--- config.mk ---
export PLATFORM = sky130hd
export DESIGN_NAME = conv3x3_kernel_filter
export DESIGN_NICKNAME = d
export VERILOG_FILES = /design/src/rtl/conv3x3_kernel_filter.sv
export SDC_FILE = /design/constraint.sdc
export NUM_CORES = 1
export LEC_CHECK = 0
export CORE_AREA = 2 2 178 180
export CTS_CLUSTER_SIZE = 40
export DETAILED_ROUTE_END_ITERATION = 10
export DIE_AREA = 0 0 180 182
export GPL_TIMING_DRIVEN = 1
export PLACE_DENSITY = 0.71
export SYNTH_ARGS = -nofsm -noshare
export SYNTH_HDL_FRONTEND = slang
export SYNTH_SLANG_ARGS = --single-unit
--- constraint.sdc ---
create_clock -name clk -period 7.2 [get_ports clk]
set_input_delay 2.16 -clock clk [delete_from_list [all_inputs] [get_ports clk]]
set_output_delay 2.16 -clock clk [all_outputs]
set_load 0.02 [all_outputs]
--- src/rtl/conv3x3_kernel_filter.sv ---
// 3x3 convolution engine with Sobel X/Y, Gaussian and gradient magnitude kernels, valid/ready stall.
// Optional macro CONV3X3_MAG_EN enables the |Gx|+|Gy| magnitude kernel on mode 3 (else centre passthrough).
module conv3x3_kernel_filter #(
    parameter int CW       = 4,
    parameter int NCH      = 3,
    parameter int GAIN_SHL = 0,
    parameter int ABS_GRAD = 0,
    localparam int PW      = NCH * CW
) (
    input  logic            clk,
    input  logic            reset,
    input  logic [9*PW-1:0] in_window,
    input  logic            in_valid,
    input  logic            in_sof,
    output logic            in_ready,
    input  logic [1:0]      mode_sel,
    output logic [PW-1:0]   out_pixel,
    output logic [PW-1:0]   out_orig,
    output logic            out_valid,
    output logic            out_sof,
    input  logic            out_ready
);
    localparam int SW = CW + 5;
    localparam int MW = CW + 6;
    localparam int XW = MW + 4;
    localparam logic [XW-1:0] PMAX = XW'((1 << CW) - 1);
    localparam logic USE_ABS = (ABS_GRAD != 0);

    logic                      adv;
    logic [3:1]                vld_pipe;
    logic [1:0]                mode_reg, eff_mode;
    logic [9*PW-1:0]           s1_win;
    logic                      s1_sof;
    logic [1:0]                s1_mode;
    logic [NCH-1:0][SW-1:0]    s2_sum_d, s2_sum;
    logic [PW-1:0]             s2_centre;
    logic                      s2_sof;
    logic [1:0]                s2_mode;
    logic [NCH-1:0][CW-1:0]    pix_d;
`ifdef CONV3X3_MAG_EN
    logic [NCH-1:0][SW-1:0]    s2_gy_d, s2_gy;
`endif

    assign adv       = out_ready | ~vld_pipe[3];
    assign in_ready  = adv;
    assign out_valid = vld_pipe[3];
    assign eff_mode  = in_sof ? mode_sel : mode_reg;

    // Signed sum -> non-negative magnitude; negatives either clamp or fold.
    function automatic logic [MW-1:0] mag_of(input logic [SW-1:0] v, input logic take_abs);
        logic [SW-1:0] neg;
        neg = -v;
        if (!v[SW-1]) return {1'b0, v};
        return take_abs ? {1'b0, neg} : '0;
    endfunction

    function automatic logic [XW-1:0] shl(input logic [MW-1:0] v);
        return {4'b0, v} << GAIN_SHL;
    endfunction

    function automatic logic [CW-1:0] sat(input logic [XW-1:0] v);
        return (v > PMAX) ? '1 : v[CW-1:0];
    endfunction

    for (genvar c = 0; c < NCH; c++) begin : g_ch
        logic signed [SW-1:0] p [9];
        logic signed [SW-1:0] gx, gy, gs;
        logic [SW-1:0]        s;
        logic [CW-1:0]        gauss_v, grad_v, alt_v;

        // p[8]=centre, 7=left, 6=right, 5=up, 4=down, 3=ul, 2=ur, 1=dl, 0=dr
        for (genvar k = 0; k < 9; k++) begin : g_tap
            assign p[k] = $signed(SW'(s1_win[k*PW + c*CW +: CW]));
        end

        assign gx = (p[2] + (p[6] <<< 1) + p[0]) - (p[3] + (p[7] <<< 1) + p[1]);
        assign gy = (p[1] + (p[4] <<< 1) + p[0]) - (p[3] + (p[5] <<< 1) + p[2]);
        assign gs = p[3] + p[2] + p[1] + p[0] + ((p[5] + p[4] + p[7] + p[6]) <<< 1) + (p[8] <<< 2);
        assign s2_sum_d[c] = (s1_mode == 2'd1) ? gy : (s1_mode == 2'd2) ? gs : gx;

        assign s       = s2_sum[c];
        assign gauss_v = s[CW+3:4];
        assign grad_v  = sat(shl(mag_of(s, USE_ABS)));
`ifdef CONV3X3_MAG_EN
        logic [MW-1:0] mag;
        assign s2_gy_d[c] = gy;
        assign mag        = mag_of(s, 1'b1) + mag_of(s2_gy[c], 1'b1);
        assign alt_v      = sat(shl(mag));
`else
        assign alt_v      = s2_centre[c*CW +: CW];
`endif
        assign pix_d[c] = (s2_mode == 2'd2) ? gauss_v : (s2_mode == 2'd3) ? alt_v : grad_v;
    end

    always_ff @(posedge clk) begin
        if (reset) begin
            vld_pipe  <= '0;
            mode_reg  <= '0;
            s1_win    <= '0;
            s1_sof    <= 1'b0;
            s1_mode   <= '0;
            s2_sum    <= '0;
            s2_centre <= '0;
            s2_sof    <= 1'b0;
            s2_mode   <= '0;
            out_pixel <= '0;
            out_orig  <= '0;
            out_sof   <= 1'b0;
`ifdef CONV3X3_MAG_EN
            s2_gy     <= '0;
`endif
        end else begin
            if (in_valid && adv && in_sof) mode_reg <= mode_sel;
            // Global stall: every stage moves together, so nothing is lost or duplicated.
            if (adv) begin
                vld_pipe  <= {vld_pipe[2:1], in_valid};
                s1_win    <= in_window;
                s1_sof    <= in_valid & in_sof;
                s1_mode   <= eff_mode;
                s2_sum    <= s2_sum_d;
                s2_centre <= s1_win[8*PW +: PW];
                s2_sof    <= s1_sof;
                s2_mode   <= s1_mode;
                out_pixel <= pix_d;
                out_orig  <= s2_centre;
                out_sof   <= s2_sof;
`ifdef CONV3X3_MAG_EN
                s2_gy     <= s2_gy_d;
`endif
            end
        end
    end
endmodule

### Yosys cells after proc, flatten, opt, wreduce, memory -nomap -nowiden

Cells that the tools add are included.

| operators by class | value |
|---|---|
| $add $sub $neg | 54 |
| equality and inequality tests | 4 |
| reduce and logical (&&, ||, !) cells | 2 |
| multiplexer cells | 19 |
| order comparisons | 3 |
| bitwise logic cells | 3 |

Operator list:

| cell | number |
|---|---|
| $add 6x4->7 | 18 |
| $add 4x5->6 | 12 |
| $mux 9 | 6 |
| $sub 7x7->8 | 6 |
| $add 5x4->6 | 6 |
| $mux 4 | 9 |
| $add 4x4->5 | 6 |
| $add 7x8->9 | 3 |
| $add 9x7->9 | 3 |
| $gt 8x4->1 const B | 3 |
| $mux 8 | 3 |
| $eq 2x2->1 const B | 3 |
| $eq 2x1->1 const B | 1 |
| $logic_and 1x1->1 | 2 |
| $mux 2 | 1 |
| $and 1x1->1 | 1 |
| $not 1->1 | 1 |
| $or 1x1->1 | 1 |

| word-level totals | value |
|---|---|
| word-level logic and storage cells | 99 |
| register bits | 183 |

### Depth between registers and ports, before layout

Gate-level depths: netlist of the first run.

| depth | value |
|---|---|
| depth in word-level cells | 7 |
| gate-level depth with buffers | 18 |
| mapped depth without buffers | 18 |

### Worst setup path after synthesis of the first run

OpenSTA, ideal clock, no wires.

| timing path | value |
|---|---|
| kind | in2out |
| from | in out_ready |
| to | out in_ready |
| cell stages on the path | 5 |
| buffers on the path | 3 |
| arrival time | 2.816 ns |
| required time | 5.040 ns |
| setup slack | 2.224 ns |
| cells stage by stage | nor2b_1 > buf_4 > inv_2 > buf_2 > buf_2 |

| between the ends | value |
|---|---|
| cells in the longest elaborated chain, start to end | 1 |

Ends and longest elaborated chain:

| element | line | source |
|---|---|---|
| from (decl) | 21 | `input logic out_ready` |
| $or 1x1->1 | 44 | `assign adv = out_ready \| ~vld_pipe[3];` |
| to (decl) | 15 | `output logic in_ready,` |

Every way passes these cells.

### Final worst setup path of the first run

Ends and elaborated chain as after synthesis.

==> impl_metrics.json, run 1 <==
{
  "seq_power_share_pct": 27.1,
  "synth.top_cell.area_share_pct": 26.8,
  "syn_area_per_cell_um2": 8.67,
  "power_frac_clock_pct": 21.9,
  "skew_ps": 12.9,
  "ys.flop_type": "dfxtp_1",
  "grt.total_usage_pct": 20.7,
  "synthTopCellsByCount": "289 x nand2_1, 235 x inv_1, 183 x dfxtp_1, 169 x a21oi_1, 156 x fa_1",
  "fill_cells": 2881,
  "clock.fmax_mhz": 172,
  "drt_iter0_markers": 566,
  "largest_reg_flops": 108,
  "top_register": "s1_win",
  "rsz0062_at_grt": "false",
  "crit_path_max_incr_delay_ps": 670,
  "final_layout_size_suffix_gt1_share_pct": 3.87,
  "clock_sinks": 183,
  "cellLeakagePower_nw": 7.05,
  "core.rowCount": 65,
  "clk_path_buf_depth": 2,
  "outcome": "finished, final reports clean",
  "overflow": 0,
  "start_kind": "primary input",
  "yosysMostFrequentCell": "nand2_1",
  "pin_count": 142,
  "power_density_mw_per_mm2": 292,
  "antenna_found_initial": 0,
  "slowest_stage": "clkdlybuf4s50_1",
  "first_pass_iters": 5,
  "p_int_mw": 2.76,
  "postSynthCellCount": 1574,
  "die_h_um": 182,
  "tns_ps": 0,
  "period_minus_slack_ps": 5810,
  "ys_types": 50,
  "cts_tree": "done",
  "pre_cts_slack_ps": 1380,
  "vias": 10637,
  "setup_viol": 0,
  "hp-class": "reg2reg",
  "grt_pass1_wl_um": 54600,
  "power_mw": 4.64,
  "max-cap-violations": 0,
  "path_max_fanout": 45,
  "final_nets": 2048,
  "synth_edf_count": 0,
  "drv_slew": 0,
  "p_comb_share_pct": 51.0,
  "start_util_pct": 44.0,
  "grt_max_degree": 101,
  "holdBufCountCts": 0,
  "htreeDepth": 4,
  "final_cells": 2081,
  "ir_worst_vdd_uv": 183,
  "syn_to_final_growth_pct": 16.7,
  "holdWs_ps": 451,
  "crit_path_frequent_cell": "clkdlybuf4s50_1",
  "worstPathCellList": "clkdlybuf4s50_1, nor2b_4, inv_6, clkdlybuf4s50_1",
  "grt_pass1_vias": 10625,
  "path_clk_slew_ps": 70,
  "route.met3.wl_um": 1360,
  "ctsResizeCount": 0,
  "switching_share_pct": 40.6,
  "fin_ws_ps": 1390,
  "cts_buffers": 17,
  "synthXorXnorAreaFrac_pct": 1.41,
  "cp.buffers_inverters": 3,
  "post_drt_wl_per_cell_um": 16.1,
  "async_reset_ff_share_pct": 0,
  "fp.dieW_um": 180,
  "cp_data_arrival_time_ps": 3650,
  "diodes": 0,
  "dr_wl_met2_um": 14900,
  "gp_congestion": 0.862,
  "cts_setup_buffers": 0,
  "synth_mux_area_share_pct": 2.09,
  "syn_area_mm2": 0.0136,
  "port_buffers": 141,
  "synth_fa_ha_area_share_pct": 33.1,
  "ant_nets": 0,
  "synth_top_area_cell": "dfxtp_1",
  "m1WireLength_um": 16700,
  "ys_ff_latch": 183,
  "drc": 0,
  "cp.required_ps": 5040,
  "synth_top_family_by_area": "adder cells",
  "synth_compound_area_share_pct": 13.2,
  "endpoint_kind": "primary output",
  "crit_family": "buffers and inverters",
  "worst_slew_pin_slew_ps": 1130,
  "synthSimpleGateAreaFrac_pct": 14.5,
  "core_area_mm2": 0.0310,
  "place_hpwl_um": 26100,
  "numPlacedInstances": 2049,
  "top_layer": "met4",
  "vias_per_cell": 5.11,
  "wirelength_um": 33400,
  "p_sw_mw": 1.88,
  "synth_seq_area_share_pct": 26.8,
  "cts-root-buf": "clkbuf_16",
  "path_class": "in2out",
  "die_area_mm2": 0.0328,
  "clk_latency_ps": 450,
  "yosys_warnings": 0,
  "synth.top_cells.by_area": "dfxtp_1 27%, fa_1 23%, ha_1 10%",
  "hold_violations": 0,
  "fin_crit_sh_pct": 80.8,
  "max_slew_margin_pct": 24.7,
  "syn_nets": 1956
}
[placed cells by master (no fill, tap or decap), types with 5 or more instances in the layout]
master / instances
a211oi_1: 50
a21o_1: 13
a21oi_1: 169
buf_4: 6
clkbuf_16: 17
clkdlybuf4s50_1: 140
dfxtp_1: 183
fa_1: 156
ha_1: 111
inv_1: 235
mux2_2: 12
mux2i_1: 15
nand2_1: 289
nand2b_1: 14
nor2_1: 92
nor2b_1: 11
nor3_1: 29
nor3b_1: 6
o21ai_0: 19
o21bai_1: 5
o31ai_1: 5
or3_1: 5
xnor2_1: 10
xor2_1: 12
[worst paths after layout]
kind / startpoint / to / slack, ps / cells after the start
setup / recovery: out_ready / in_ready / 1390 / 4
hold / removal: s1_win[93] / s1_win[93] / 450 / 2
setup reg to reg: s1_win[57] / g_ch[2].s[7] / 1960 / 17
hold reg to reg: s1_win[93] / s1_win[93] / 450 / 2
[cells by family after synthesis]
logic type                 after synthesis
buffers and inverters                  311
AOI/OAI and AO/OA                      296
xor gates and xnor gates                22
and+or+nand+nor                        468
adders and majority gates              267
muxes                                   27
DFF                                    183
[worst reg2reg max path: cells and delay by family (launching register included)]
family / cells / cell delay (ps)
AO/OA/AOI/OAI: 4 / 830
adder cells (fa/ha/maj): 8 / 3530
multiplexers: 1 / 190
flip-flops: 1 / 340
buffers and inverters: 4 / 240
[power groups by stage]
stage / clock [mW] / combinational [mW] / sequential, mW
floorplan: 0 / 1.72 / 1.26
detailed placement: 0 / 2.34 / 1.28
finish: 1.01 / 2.37 / 1.26
global route: 1.07 / 2.71 / 1.27
CTS: 1.03 / 2.37 / 1.26
global placement: 0 / 2.29 / 1.28
[layer usage]
layer  GRT usage [%]  up-vias
met2            32.1      244
li1                -     5254
met3            2.51       25
met1            31.0     5114
met4            4.88        0
met5               0        -
[final cells by class]
type	count	area, um2	area share, %
Multi-Input combinational cell	1080	8780	55.1
Inverter	237	895	5.62
Timing Repair Buffer	147	1460	9.15
Tap cell	402	503	3.16
Sequential cell	183	3660	23.0
Clock buffer	18	429	2.69
Clock inverter	14	205	1.29
[stage by stage]
step | util (%) | cell area, um2
finish | 51.4 | 15900
global route | 51.4 | 15900
CTS | 51.4 | 15900
detailed placement | 49.4 | 15300
global placement | 49.4 | 15300
floorplan | - | 13600
Power figures use the tool's default switching activity.
==> run 2: changes to the inputs <==
==> constraint.sdc (replaced) <==
create_clock -name clk -period 5.8 [get_ports clk]
set_input_delay 1.74 -clock clk [delete_from_list [all_inputs] [get_ports clk]]
set_output_delay 1.74 -clock clk [all_outputs]
set_load 0.02 [all_outputs]
==> run 2 against run 1 <==
Count of clock-buffer cells in the layout is 1 lower. Setup slack worse by 800 ps. Hold slack improved by 2.6 ps. Critical path depth grew 13. Cell count barely moved. Sequential power increased by 23%. Design area rose by 0.16%. Non-clock buffer count shrank 1. Combinational power is 23% higher. Die area unchanged. Clock skew is 3.6 ps higher. Critical endpoint is now g_ch[2].s[7]. Largest power group unchanged.
==> impl_metrics.json, run 2 (synthesis gave the netlist of run 1 again) <==
{
  "outcome": "finished, final reports clean",
  "final_nets": 2047,
  "clk_latency_ps": 450,
  "grt_pass1_vias": 10586,
  "first_pass_iters": 5,
  "start_util_pct": 44.0,
  "core_area_mm2": 0.0310,
  "ctsResizeCount": 0,
  "post_drt_wl_per_cell_um": 16.3,
  "switching_share_pct": 40.1,
  "antenna_found_initial": 0,
  "pin_count": 142,
  "start_kind": "flop",
  "final_area_mm2": 0.0160,
  "clock_sinks": 183,
  "cts-root-buf": "clkbuf_16",
  "fp.dieW_um": 180,
  "skew_ps": 16.5,
  "worstPathCellList": "inv_1, fa_1, fa_1, inv_1, ha_1, fa_1, inv_1, fa_1, fa_1, fa_1, inv_1, ha_1, a211oi_1, o21bai_1, a21oi_1, mux2i_1, o21ai_0",
  "htreeDepth": 4,
  "p_int_mw": 3.47,
  "drc": 0,
  "diodes": 0,
  "clk_path_buf_depth": 2,
  "reg2reg_slack_ps": 590,
  "ff2ff_path_depth": 17,
  "grt_pass1_wl_um": 54500,
  "min_path_cells": 2,
  "path_class": "reg2reg",
  "crit_family": "adder cells",
  "period_minus_slack_ps": 5210,
  "overflow": 0,
  "max_slew_margin_pct": 22.2,
  "holdBufCountCts": 0,
  "r2r-start": "s1_win[57]",
  "slowest_stage": "fa_1",
  "ir_worst_vdd_uv": 212,
  "final_cell_mix": "289 x nand2_1, 235 x inv_1, 183 x dfxtp_1",
  "max-cap-violations": 0,
  "placed_cell_area_mm2": 0.0153,
  "cp.depth": 17,
  "cp.required_ps": 6120,
  "rr_endpoint": "g_ch[2].s[7]",
  "final_common_cell": "nand2_1",
  "worst_slew_pin_slew_ps": 1170,
  "vias": 10525,
  "setup_viol": 0,
  "cts_buffers": 17,
  "path_max_fanout": 3,
  "cts_setup_buffers": 0,
  "drt_iter0_markers": 616,
  "path_clk_slew_ps": 70,
  "largest_reg_flops": 108,
  "port_buffers": 141,
  "tns_ps": 0,
  "min_to": "out_orig[5]",
  "vias_per_cell": 5.06,
  "p_sw_mw": 2.32,
  "fin_crit_sh_pct": 89.9,
  "cellLeakagePower_nw": 7.06,
  "crit_path_frequent_cell": "fa_1",
  "wirelength_um": 33800,
  "drv_slew": 0,
  "rsz0062_at_grt": "false",
  "min_from": "out_orig[5]",
  "seq_power_share_pct": 26.9,
  "cp_data_arrival_time_ps": 5530,
  "core.rowCount": 65,
  "ant_nets": 0,
  "final_layout_size_suffix_gt1_share_pct": 3.87,
  "syn_to_final_growth_pct": 16.9,
  "endpoint_kind": "flop",
  "top_register": "s1_win",
  "clock.fmax_mhz": 192,
  "crit_path_max_incr_delay_ps": 620,
  "grt_max_degree": 180,
  "cp.buffers_inverters": 4,
  "power_density_mw_per_mm2": 362,
  "cts_tree": "done",
  "gp_congestion": 0.870,
  "grt.total_usage_pct": 20.7,
  "die_area_mm2": 0.0328,
  "p_comb_share_pct": 50.5,
  "hold_violations": 0,
  "die_h_um": 182,
  "power_frac_clock_pct": 22.6,
  "place_hpwl_um": 26300,
  "hp-class": "reg2reg"
}
[run 2: cell types whose count changed in the layout (fill, tap and decap cells not counted)]
cell and delta:
buf_4 -2, inv_8 -2, buf_12 +1, bufinv_16 +1
clkbuf_1 -1, clkinvlp_4 +1, inv_6 +1
[run 2: worst max path at each step]
stage	startpoint	endpoint	slack (ps)
final	s1_win[57]	g_ch[2].s[7]	590
after global routing	s1_win[57]	g_ch[2].s[7]	300
after CTS	s1_win[57]	g_ch[2].s[7]	580
after detailed placement	s1_win[57]	g_ch[2].s[7]	590
after global placement	s1_win[57]	g_ch[2].s[7]	690
after floorplan	s1_win[53]	g_ch[1].s[7]	880
[run 2: stage by stage]
stage	util (%)	worst slack [ps]	power [mW]	hold slack (ps)	instances
after CTS	51.5	575	5.82	454	2080
after global routing	51.5	300	6.27	465	2080
final	51.5	588	5.78	453	2080
after detailed placement	49.4	590	4.49	445	2048
after floorplan	-	880	3.71	432	1574
after global placement	49.4	694	4.42	440	2048
[run 2: final cells by class]
| cell class | count | area (um2) |
|---|---|---|
| Sequential cell | 183 | 3660 |
| Tap cell | 402 | 503 |
| Multi-Input combinational cell | 1080 | 8780 |
| Clock inverter | 15 | 229 |
| Inverter | 237 | 895 |
| Fill cell | 2872 | 15000 |
| Timing Repair Buffer | 146 | 1460 |
| Clock buffer | 17 | 425 |
[run 2: worst min-delay path: stages (launching register included)]
cell and delay [ps]:
dfxtp_1 310, nand2_1 50, a21oi_1 50
[run 2: metal layers]
metal | vias up | part of all wire (%) | global-route usage [%]
met1 | 5039 | 49 | 30.0
met4 | 0 | 1.1 | 4.23
li1 | 5240 | - | -
met2 | 217 | 45 | 33.0
met5 | - | 0 | 0
met3 | 29 | 4.5 | 3.07
[run 2: power groups by stage]
| stage | Sequential, mW | Combinational (mW) | Clock, mW |
|---|---|---|---|
| global route | 1.58 | 3.32 | 1.37 |
| finish | 1.55 | 2.92 | 1.31 |
| floorplan | 1.57 | 2.14 | 0 |
| global placement | 1.58 | 2.85 | 0 |
| detailed placement | 1.58 | 2.91 | 0 |
| CTS | 1.55 | 2.94 | 1.33 |
